--- config.mk ---
export PLATFORM = sky130hd
export DESIGN_NAME = trig_acq_ctrl
export DESIGN_NICKNAME = d
export VERILOG_FILES = /design/src/rtl/trig_acq_ctrl.sv
export SDC_FILE = /design/constraint.sdc
export NUM_CORES = 1
export LEC_CHECK = 0
export BUFFER_PORTS_ARGS = -buffer_cell sky130_fd_sc_hd__buf_2
export CAP_MARGIN = 20
export CORE_ASPECT_RATIO = 0.6
export CORE_UTILIZATION = 55
export DETAILED_ROUTE_END_ITERATION = 16
export GPL_ROUTABILITY_DRIVEN = 1
export PLACE_DENSITY = 0.76
export SLEW_MARGIN = 20
export SYNTH_ARGS = -nofsm -noshare
export SYNTH_HDL_FRONTEND = slang
export SYNTH_SLANG_ARGS = --single-unit
--- constraint.sdc ---
create_clock -name clk -period 4.3 [get_ports clk]
set_clock_uncertainty 0.1 [all_clocks]
set_input_delay 0.215 -clock clk [delete_from_list [all_inputs] [get_ports clk]]
set_output_delay 0.215 -clock clk [all_outputs]
set_load 0.01 [all_outputs]
--- src/rtl/trig_acq_ctrl.sv ---
// N-channel trigger/acquisition controller: window comparators with edge or ToT
// qualification, trigger OR, and a pre/post-trigger ring-buffer write sequencer.

module trig_acq_chan #(
  parameter int DW = 8,
  parameter int AW = 10
)(
  input  logic          clk,
  input  logic          rstn,
  input  logic [DW-1:0] i_x,
  input  logic [DW-1:0] i_thr_lo,
  input  logic [DW-1:0] i_thr_hi,
  input  logic          i_neg,
  input  logic [AW-1:0] i_tot,
  input  logic          i_tot_ds,
  input  logic          i_ds_go,
  output logic          o_trig
);
  logic          r_in1, r_in2, r_trig;
  logic [AW:0]   r_tcnt;
  logic [AW:0]   w_tnext;
  logic          w_edge, w_cond, w_qual;

  assign w_edge  = i_neg ? (~r_in1 & r_in2) : (r_in1 & ~r_in2);
  assign w_cond  = i_neg ? ~r_in1 : r_in1;
  assign w_qual  = ~i_tot_ds | i_ds_go;
  assign w_tnext = r_tcnt + 1'b1;
  assign o_trig  = r_trig;

  // r_tcnt==0 means no ToT run in progress; an edge starts a run at 1
  always_ff @(posedge clk or negedge rstn) begin
    if (!rstn) begin
      r_in1  <= 1'b0;
      r_in2  <= 1'b0;
      r_tcnt <= '0;
      r_trig <= 1'b0;
    end else begin
      r_in1  <= (i_x >= i_thr_lo) && (i_x <= i_thr_hi);
      r_in2  <= r_in1;
      r_trig <= 1'b0;
      if (i_tot == '0) begin
        r_tcnt <= '0;
        r_trig <= w_edge;
      end else if (r_tcnt == '0) begin
        if (w_edge) r_tcnt <= {{AW{1'b0}}, 1'b1};
      end else if (w_qual) begin
        if (!w_cond) r_tcnt <= '0;
        else if (w_tnext > {1'b0, i_tot}) begin
          r_trig <= 1'b1;
          r_tcnt <= '0;
        end else r_tcnt <= w_tnext;
      end
    end
  end
endmodule

module trig_acq_ctrl #(
  parameter int NCH   = 4,
  parameter int DW    = 8,
  parameter int AW    = 10,
  parameter int DSW   = 4,
  parameter int ROLLW = 25
)(
  input  logic              clk,
  input  logic              rstn,
  input  logic [NCH*DW-1:0] din,
  input  logic              arm,
  input  logic              ack,
  input  logic [DW-1:0]     thr_lo,
  input  logic [DW-1:0]     thr_hi,
  input  logic [NCH-1:0]    trig_en,
  input  logic              trig_neg,
  input  logic [AW-1:0]     tot,
  input  logic              tot_ds,
  input  logic [DSW-1:0]    ds,
  input  logic [AW-1:0]     pretrig,
  input  logic [AW-1:0]     nsmp,
  input  logic              rolling,
  input  logic [ROLLW-1:0]  roll_period,
  input  logic              ext_trig,
  input  logic              ext_en,
  input  logic              trig_in,
  output logic              wr_en,
  output logic [AW-1:0]     wr_addr,
  output logic [NCH*DW-1:0] wr_data,
  output logic [AW-1:0]     trig_addr,
  output logic [NCH-1:0]    chan_trig,
  output logic              selftrig,
  output logic              busy,
  output logic              data_ready
);
  localparam int DSCW = (1 << DSW) - 1;
  localparam logic [1:0] S_IDLE = 2'd0, S_PRE = 2'd1, S_WAIT = 2'd2, S_POST = 2'd3;

  logic [1:0]        r_state;
  logic [AW-1:0]     r_cnt, r_wr_addr, r_trig_addr;
  logic [DSCW-1:0]   r_ds_cnt;
  logic [ROLLW-1:0]  r_roll;
  logic [NCH*DW-1:0] r_wr_data;
  logic              r_wr_en, r_data_ready, r_ext_s1, r_ext_s2;
  logic [DSCW-1:0]   w_ds_lim;
  logic [AW-1:0]     w_post_len;
  logic [NCH-1:0]    w_chan_trig;
  logic              w_ds_go, w_roll_fire, w_trig;

  // >= rather than == so a ds decrease mid-count still produces a strobe
  assign w_ds_lim    = ~({DSCW{1'b1}} << ds);
  assign w_ds_go     = (ds == '0) || (r_ds_cnt >= w_ds_lim);
  assign w_roll_fire = (r_roll >= roll_period);
  assign w_post_len  = (nsmp > pretrig) ? (nsmp - pretrig) : {{(AW-1){1'b0}}, 1'b1};
  assign selftrig    = (|(w_chan_trig & trig_en)) | (ext_en & r_ext_s2) | (rolling & w_roll_fire);
  assign w_trig      = selftrig | trig_in;

  assign wr_en      = r_wr_en;
  assign wr_addr    = r_wr_addr;
  assign wr_data    = r_wr_data;
  assign trig_addr  = r_trig_addr;
  assign chan_trig  = w_chan_trig;
  assign busy       = (r_state != S_IDLE);
  assign data_ready = r_data_ready;

  for (genvar g = 0; g < NCH; g++) begin : g_ch
    trig_acq_chan #(.DW(DW), .AW(AW)) u_ch (
      .clk      (clk),
      .rstn     (rstn),
      .i_x      (din[g*DW +: DW]),
      .i_thr_lo (thr_lo),
      .i_thr_hi (thr_hi),
      .i_neg    (trig_neg),
      .i_tot    (tot),
      .i_tot_ds (tot_ds),
      .i_ds_go  (w_ds_go),
      .o_trig   (w_chan_trig[g])
    );
  end

  always_ff @(posedge clk or negedge rstn) begin
    if (!rstn) begin
      r_ds_cnt  <= '0;
      r_wr_en   <= 1'b0;
      r_wr_addr <= '0;
      r_wr_data <= '0;
      r_ext_s1  <= 1'b0;
      r_ext_s2  <= 1'b0;
      r_roll    <= '0;
    end else begin
      r_ds_cnt  <= w_ds_go ? '0 : r_ds_cnt + 1'b1;
      r_wr_en   <= w_ds_go & (r_state != S_IDLE);
      r_wr_data <= din;
      if (r_wr_en) r_wr_addr <= r_wr_addr + 1'b1;
      r_ext_s1  <= ext_trig;
      r_ext_s2  <= r_ext_s1;
      if (w_trig) r_roll <= '0;
      else if (~&r_roll) r_roll <= r_roll + 1'b1;
    end
  end

  // triggers outside WAIT are dropped; arm outside IDLE is dropped
  always_ff @(posedge clk or negedge rstn) begin
    if (!rstn) begin
      r_state      <= S_IDLE;
      r_cnt        <= '0;
      r_trig_addr  <= '0;
      r_data_ready <= 1'b0;
    end else begin
      if (ack) r_data_ready <= 1'b0;
      case (r_state)
        S_IDLE: if (arm) begin
          r_state      <= S_PRE;
          r_data_ready <= 1'b0;
          r_cnt        <= '0;
        end
        S_PRE: begin
          if (r_cnt == pretrig) r_state <= S_WAIT;
          else if (r_wr_en) r_cnt <= r_cnt + 1'b1;
        end
        S_WAIT: if (w_trig) begin
          r_trig_addr <= r_wr_addr;
          r_cnt       <= '0;
          r_state     <= S_POST;
        end
        S_POST: begin
          if (r_cnt == w_post_len) begin
            r_state      <= S_IDLE;
            r_data_ready <= 1'b1;
          end else if (r_wr_en) r_cnt <= r_cnt + 1'b1;
        end
        default: r_state <= S_IDLE;
      endcase
    end
  end
endmodule

==> summary.txt, run 1 <==
Root Buffer = clkbuf_16
Tcrit/Tclk final = 0.892
FMAX = 0.261 GHz
H-tree depth = 4
Synth cell types = 74
die area = 0.0222 sq mm
Detailed Route WL = 29.8 mm
Clock Latency Late Sink = 0.44 ns
worst vdd ir = 310 uV
final RePlAce weighted congestion = 0.941
status = complete, no violations
largest net degree at the start of global routing = 105
die height = 116 um
Tot GR Track Use = 0.279
row cnt = 41
routed len/inst = 16.8 um
Syn Area/Cell = 9.39 sq um
grt total ovfl = 0
Pleak = 7.33 nW
number of synthesized flops with an enable pin = 0
slew margin rel. = 0.134
Initial Util = 0.564
vias after detailed routing = 10,200
required arrival time at the worst endpoint = 4.58 ns
Port Buffers = 180
crit start category = flop
CTS tree = yes
Synth Flop Type = dfrtp_1
min cycle time layout = 3.84 ns
Area Overhead vs Synth = 18.2%
register area = 0.00410 sq mm
DR vias/cell = 5.78
Inserted Clock Buffers = 17
synthesized instance count = 1,267
die width = 192 um
asr flop ratio synth = 1.00
final routed DRC violation total = 0
setup TNS = 0 ns
Ant. Diodes = 0
Post-Syn Nets = 1,559
TritonCTS sink count = 164
CP Class = flop to flop
Synth Cell Area = 0.0119 sq mm
vias in the first global route = 9,624
Final WS setup = 0.463 ns
drt pass-1 iters = 12
CTS max path bufs = 2
crit end category = flop
unrepaired setup endpoints after global routing = false
Placement Cell Area = 0.0131 sq mm
total core area = 0.0211 sq mm
Nets = 1,768
clock edge transition at the registers on the reported setup and hold paths = 0.07 ns
crit path DAT = 4.12 ns
Synth warnings = 0
fill count = 1,659
postcts setup bufs = 0
pwr dens = 381 mW/mm^2
Hold WS = 0.0696 ns
crit path max fanout = 7
max cap viols = 0
Final Util = 0.667
final hold violations = 0
final instance area = 0.0141 sq mm
register area share after synthesis = 0.345
pre-CTS WS = 0.528 ns
area occupied by multi-input gates = 0.00728 sq mm
Worst Hold Class = input pin to flop
I/O pin total = 181
register bit total from synthesis = 164
actual slew at the worst max-slew pin = 1.30 ns
Detailed Place HPWL = 22.4 mm
final setup vio count = 0
DR iter-0 viols = 786
first-pass GRT wire length = 48.8 mm
post-route ant nets = 0
initial antenna violation count = 0
ratio of cells with drive above 1 in the final layout = 0.171
Final Slew Violations = 0
cells in the mapped netlist, types with 13 or more instances:
cell,number,share of area
clkbuf_1,21,0.0066
a22o_1,20,0.015
ha_1,170,0.18
nor2_1,98,0.031
nand4_1,27,0.014
nand3_1,75,0.032
nand2b_1,20,0.011
a21o_1,54,0.034
nor3_1,18,0.0076
o21ai_0,37,0.016
dfrtp_1,164,0.34
a21oi_1,50,0.021
mux2_2,13,0.012
inv_1,101,0.032
and3_1,24,0.013
nor2b_1,17,0.0089
xnor2_1,53,0.039
nand2_1,63,0.020
nor4_1,15,0.0079
xor2_1,44,0.032
cells by family after synthesis:
kind of cell    synth area share
buf+inv                   0.0435
flops                      0.345
simple gates               0.185
compound gates             0.154
fa+ha+maj                  0.180
mux                       0.0207
xor+xnor                  0.0714
through the flow:
step	std cells	total power, mW
final	1767	5.36
after global routing	1767	5.70
after global placement	1701	3.54
after floorplan	1267	3.09
after detailed placement	1701	3.61
after CTS	1767	5.36
power breakdown:
group | internal [mW] | total, mW | switching, mW
logic | 0.735 | 1.73 | 0.999
clock network | 1.06 | 1.71 | 0.645
registers | 1.70 | 1.92 | 0.214
total | 3.50 | 5.36 | 1.86
registers in the layout, summed over array words and instances (netlist names):
signal	count
r_ds_cnt	15
wr_data	32
g_ch.u_ch.r_in1	4
g_ch.u_ch.r_tcnt	44
r_roll	25
g_ch.u_ch.o_trig	4
g_ch.u_ch.r_in2	4
wr_addr	10
r_ext_s2	1
data_ready	1
r_cnt	10
trig_addr	10
r_state	2
r_ext_s1	1
wr_en	1
critical path: stages (launching register included):
cell,delay (ns)
dfrtp_1,0.46
nand3_1,0.11
nor3_1,0.34
inv_1,0.16
nor3_1,0.40
nand3_1,0.23
xnor2_1,0.19
ha_1,0.33
nand4_1,0.11
o32ai_1,0.35
a211oi_2,0.14
or3b_2,0.59
nor3_1,0.17
a21o_1,0.10
layer usage:
layer / up-vias / track usage / share of wire
li1: 4997 / - / -
met1: 4861 / 0.425 / 0.51
met2: 324 / 0.413 / 0.42
met3: 39 / 0.0451 / 0.063
met4: 0 / 0.0651 / 0.013
met5: - / 0 / 0
worst paths after layout:
| kind | startpoint | to | slack [ns] | cells past startpoint |
|---|---|---|---|---|
| min in group asynchronous | rstn | r_roll[19]$_DFFE_PN0P_ | 0.35 | 2 |
| max in group asynchronous | rstn | r_ds_cnt[14]$_DFF_PN0_ | 2.70 | 3 |
| worst min register to register | r_ext_s1$_DFF_PN0_ | r_ext_s2$_DFF_PN0_ | 0.26 | 0 |
| worst max-delay path | g_ch[0].u_ch.r_tcnt[2]$_DFFE_PN0P_ | g_ch[0].u_ch.r_tcnt[9]$_DFFE_PN0P_ | 0.46 | 13 |
| worst max register to register | g_ch[0].u_ch.r_tcnt[2]$_DFFE_PN0P_ | g_ch[0].u_ch.r_tcnt[9]$_DFFE_PN0P_ | 0.46 | 13 |
| worst min-delay path | arm | data_ready$_DFF_PN0_ | 0.07 | 4 |
final cells by class:
type,instances,area share
multi-input combinational,972,0.518
sequential,164,0.292
timing repair buffer,220,0.0921
clock buffer,20,0.0325
inverter,101,0.0270
tap,279,0.0248
clock inverter,11,0.0142
layout by cell type (no fill, tap or decap), types with 35 or more instances in the layout:
cell and n:
buf_2 179, dlygate4sd3_1 35, inv_1 101, nor2_1 98
a21o_1 54, dfrtp_1 164, o21ai_0 37, a21oi_1 50
ha_1 170, nand2_1 63, xor2_1 44, xnor2_1 53
nand3_1 75
what timing repair did:
item | CTS | global route
hold endpoints to repair | 136 | 0
endpoints found under the setup margin | 0 | 1
resized for setup | 0 | 1
hold buffers | 35 | 0
(Power assumes the default switching activity.)
==> inputs of run 2 (changes only) <==
- ABC_AREA: unset -> 1
- PLACE_DENSITY: 0.76 -> 0.75
==> summary.txt, run 2 <==
status = complete, no violations
total power draw = 5.08 mW
required arrival time at the worst endpoint = 4.58 ns
worst vdd ir = 293 uV
Detailed Place HPWL = 25.8 mm
Largest stage delay, worst path = 0.38 ns
postcts setup bufs = 0
Synth area leaders = dfrtp_1, ha_1, nand2_1
Final Slew Violations = 0
TritonCTS sink count = 164
fill count = 1,928
post-route ant nets = 0
I/O pin total = 181
crit path max fanout = 9
slew margin rel. = 0.476
Synth Area in Simple Gates = 0.278
Detailed Route WL = 33.5 mm
CP most frequent cell = nand2_1
crit path DAT = 3.28 ns
multiplexer share of the synthesized area = 0
crit end category = flop
Biggest register = g_ch.u_ch.r_tcnt
unrepaired setup endpoints after global routing = false
Synth top cells by count = nand2_1, inv_1, ha_1
vias after detailed routing = 11,900
setup TNS = 0 ns
post-synth top area cell = dfrtp_1
post-cts resize count = 0
pwr dens = 344 mW/mm^2
max cap viols = 0
Worst Hold Class = input pin to flop
Ant. Diodes = 0
DR vias/cell = 5.34
Nets = 2,198
Post-Syn Nets = 1,981
die height = 120 um
crit start category = flop
largest net degree at the start of global routing = 84
register area = 0.00410 sq mm
Clock Latency Late Sink = 0.44 ns
CTS tree = yes
CTS max path bufs = 2
Worst path slowest cell = dfrtp_1
Area Overhead vs Synth = 16.6%
Port Buffers = 180
XOR/XNOR Fraction of Synth Area = 0.0394
Initial Util = 0.568
most common cell in the netlist = nand2_1
Synth warnings = 0
commonest cells after routing, fill and taps aside = nand2_1, inv_1, buf_2
CP Class = flop to flop
Largest register FFs = 44
register bit total from synthesis = 164
die width = 198 um
routed len/inst = 15.0 um
combinational family with the most area after synthesis = simple AND/OR/NAND/NOR gates
final routed DRC violation total = 0
asr flop ratio synth = 1.00
Syn Area/Cell = 7.51 sq um
adder-cell share of the synthesized area = 0.169
Inserted Clock Buffers = 17
first-pass GRT wire length = 55.0 mm
final RePlAce weighted congestion = 0.923
die area = 0.0237 sq mm
row cnt = 42
register area share after synthesis = 0.324
Pleak = 8.05 nW
synthesized instance count = 1,689
critical path cell sequence = inv_1, nor4_2, nand2_1, nor3_1, xor2_1, inv_1, ha_1, a21oi_1, nor2_1, nor3_1, nand2_1, a21oi_4, nand3_1, nand2_1
Synth Area in Compound Gates = 0.0958
Tcrit/Tclk final = 0.697
DR iter-0 viols = 895
actual slew at the worst max-slew pin = 0.786 ns
most common cell after layout, fill and taps aside = nand2_1
total core area = 0.0223 sq mm
area occupied by multi-input gates = 0.00739 sq mm
Tot GR Track Use = 0.292
Root Buffer = clkbuf_16
initial antenna violation count = 0
grt total ovfl = 0
Synth Flop Type = dfrtp_1
min cycle time layout = 3.00 ns
final setup vio count = 0
vias in the first global route = 11,200
Synth Cell Area = 0.0127 sq mm
drt pass-1 iters = 5
number of synthesized flops with an enable pin = 0
clock edge transition at the registers on the reported setup and hold paths = 0.07 ns
FMAX = 0.334 GHz
cell family with most CP delay = simple AND/OR/NAND/NOR gates
final hold violations = 0
ratio of cells with drive above 1 in the final layout = 0.138
H-tree depth = 4
top-area cell type share of the netlist area = 0.324
Buf+Inv Stages, Crit Path = 2
Synth cell types = 52
[run 2: cell count changes in the layout (fill, tap and decap cells not counted), sizes merged, moves of 26 or more]
cell   delta
a21o     -49
a21oi    +39
inv     +176
nand2   +317
nand3    +57
nand4    +26
nor2     +55
o21ai    +54
xnor2    -46
[run 2: through the flow]
| step | util | hold WS [ns] | instances | cell area [sq um] | setup slack [ns] |
|---|---|---|---|---|---|
| finish | 0.662 | 0.157 | 2227 | 14800 | 1.30 |
| global route | 0.662 | 0.161 | 2227 | 14800 | 0.998 |
| CTS | 0.662 | 0.127 | 2227 | 14800 | 1.36 |
| detailed placement | 0.620 | 0.215 | 2159 | 13800 | 1.24 |
| global placement | 0.620 | 0.213 | 2159 | 13800 | 1.32 |
| floorplan | - | -0.181 | 1689 | 12700 | 1.80 |
[run 2: logic make-up after synthesis]
kind of cell	count (synthesis)
buf+inv	295
xor+xnor	57
simple gates	786
flops	164
fa+ha+maj	171
compound gates	216
[run 2: final cells by class]
| type | instances | share of cell area |
|---|---|---|
| well taps | 308 | 0.0261 |
| multi-input cells | 1230 | 0.500 |
| repair buffers | 219 | 0.0881 |
| clock inverters | 12 | 0.00813 |
| flip-flops and latches | 164 | 0.278 |
| inverters | 274 | 0.0698 |
| clock buffers | 20 | 0.0302 |
[run 2: final timing paths]
kind | startpoint | to | slack (ns) | cells past startpoint
min in group asynchronous | rstn | r_roll[1]$_DFFE_PN0P_ | 0.28 | 2
max in group asynchronous | rstn | r_ext_s1$_DFF_PN0_ | 2.90 | 3
setup / recovery | g_ch[0].u_ch.r_tcnt[5]$_DFFE_PN0P_ | g_ch[0].u_ch.r_tcnt[9]$_DFFE_PN0P_ | 1.30 | 14
hold / removal | tot_ds | g_ch[2].u_ch.r_tcnt[10]$_DFFE_PN0P_ | 0.16 | 5
hold reg to reg | r_ext_s1$_DFF_PN0_ | r_ext_s2$_DFF_PN0_ | 0.25 | 0
setup reg to reg | g_ch[0].u_ch.r_tcnt[5]$_DFFE_PN0P_ | g_ch[0].u_ch.r_tcnt[9]$_DFFE_PN0P_ | 1.30 | 14
[run 2: metal layers]
metal  GRT usage  vias to the layer above  wire length (um)
li1            -                     5974                 -
met1       0.451                     5470             17100
met3      0.0601                       40              2400
met4      0.0504                        0               315
met2       0.419                      413             13700
met5           0                        -                 0
[run 2: repair_timing]
action / 4_1_cts / 5_1_grt
hold buffers: 36 / 0
endpoints found under the hold margin: 116 / 0
setup endpoints to repair: 0 / 0
[run 2: worst reg2reg max path: cells and delay by family (launching register included)]
kind | cells | cell delay [ns]
adders and majority gates | 1 | 0.30
AOI/OAI and AO/OA | 2 | 0.46
buffers and inverters | 2 | 0.20
DFF | 1 | 0.38
and+or+nand+nor | 8 | 1.30
xor gates and xnor gates | 1 | 0.20
[run 2: report_power, final]
group | switching, mW | internal (mW) | total [mW] | leakage (nW)
Combinational | 1.11 | 0.605 | 1.71 | 5.62
Sequential | 0.176 | 1.69 | 1.86 | 2.17
Clock | 0.683 | 0.824 | 1.51 | 0.266
Total | 1.96 | 3.12 | 5.08 | 8.05
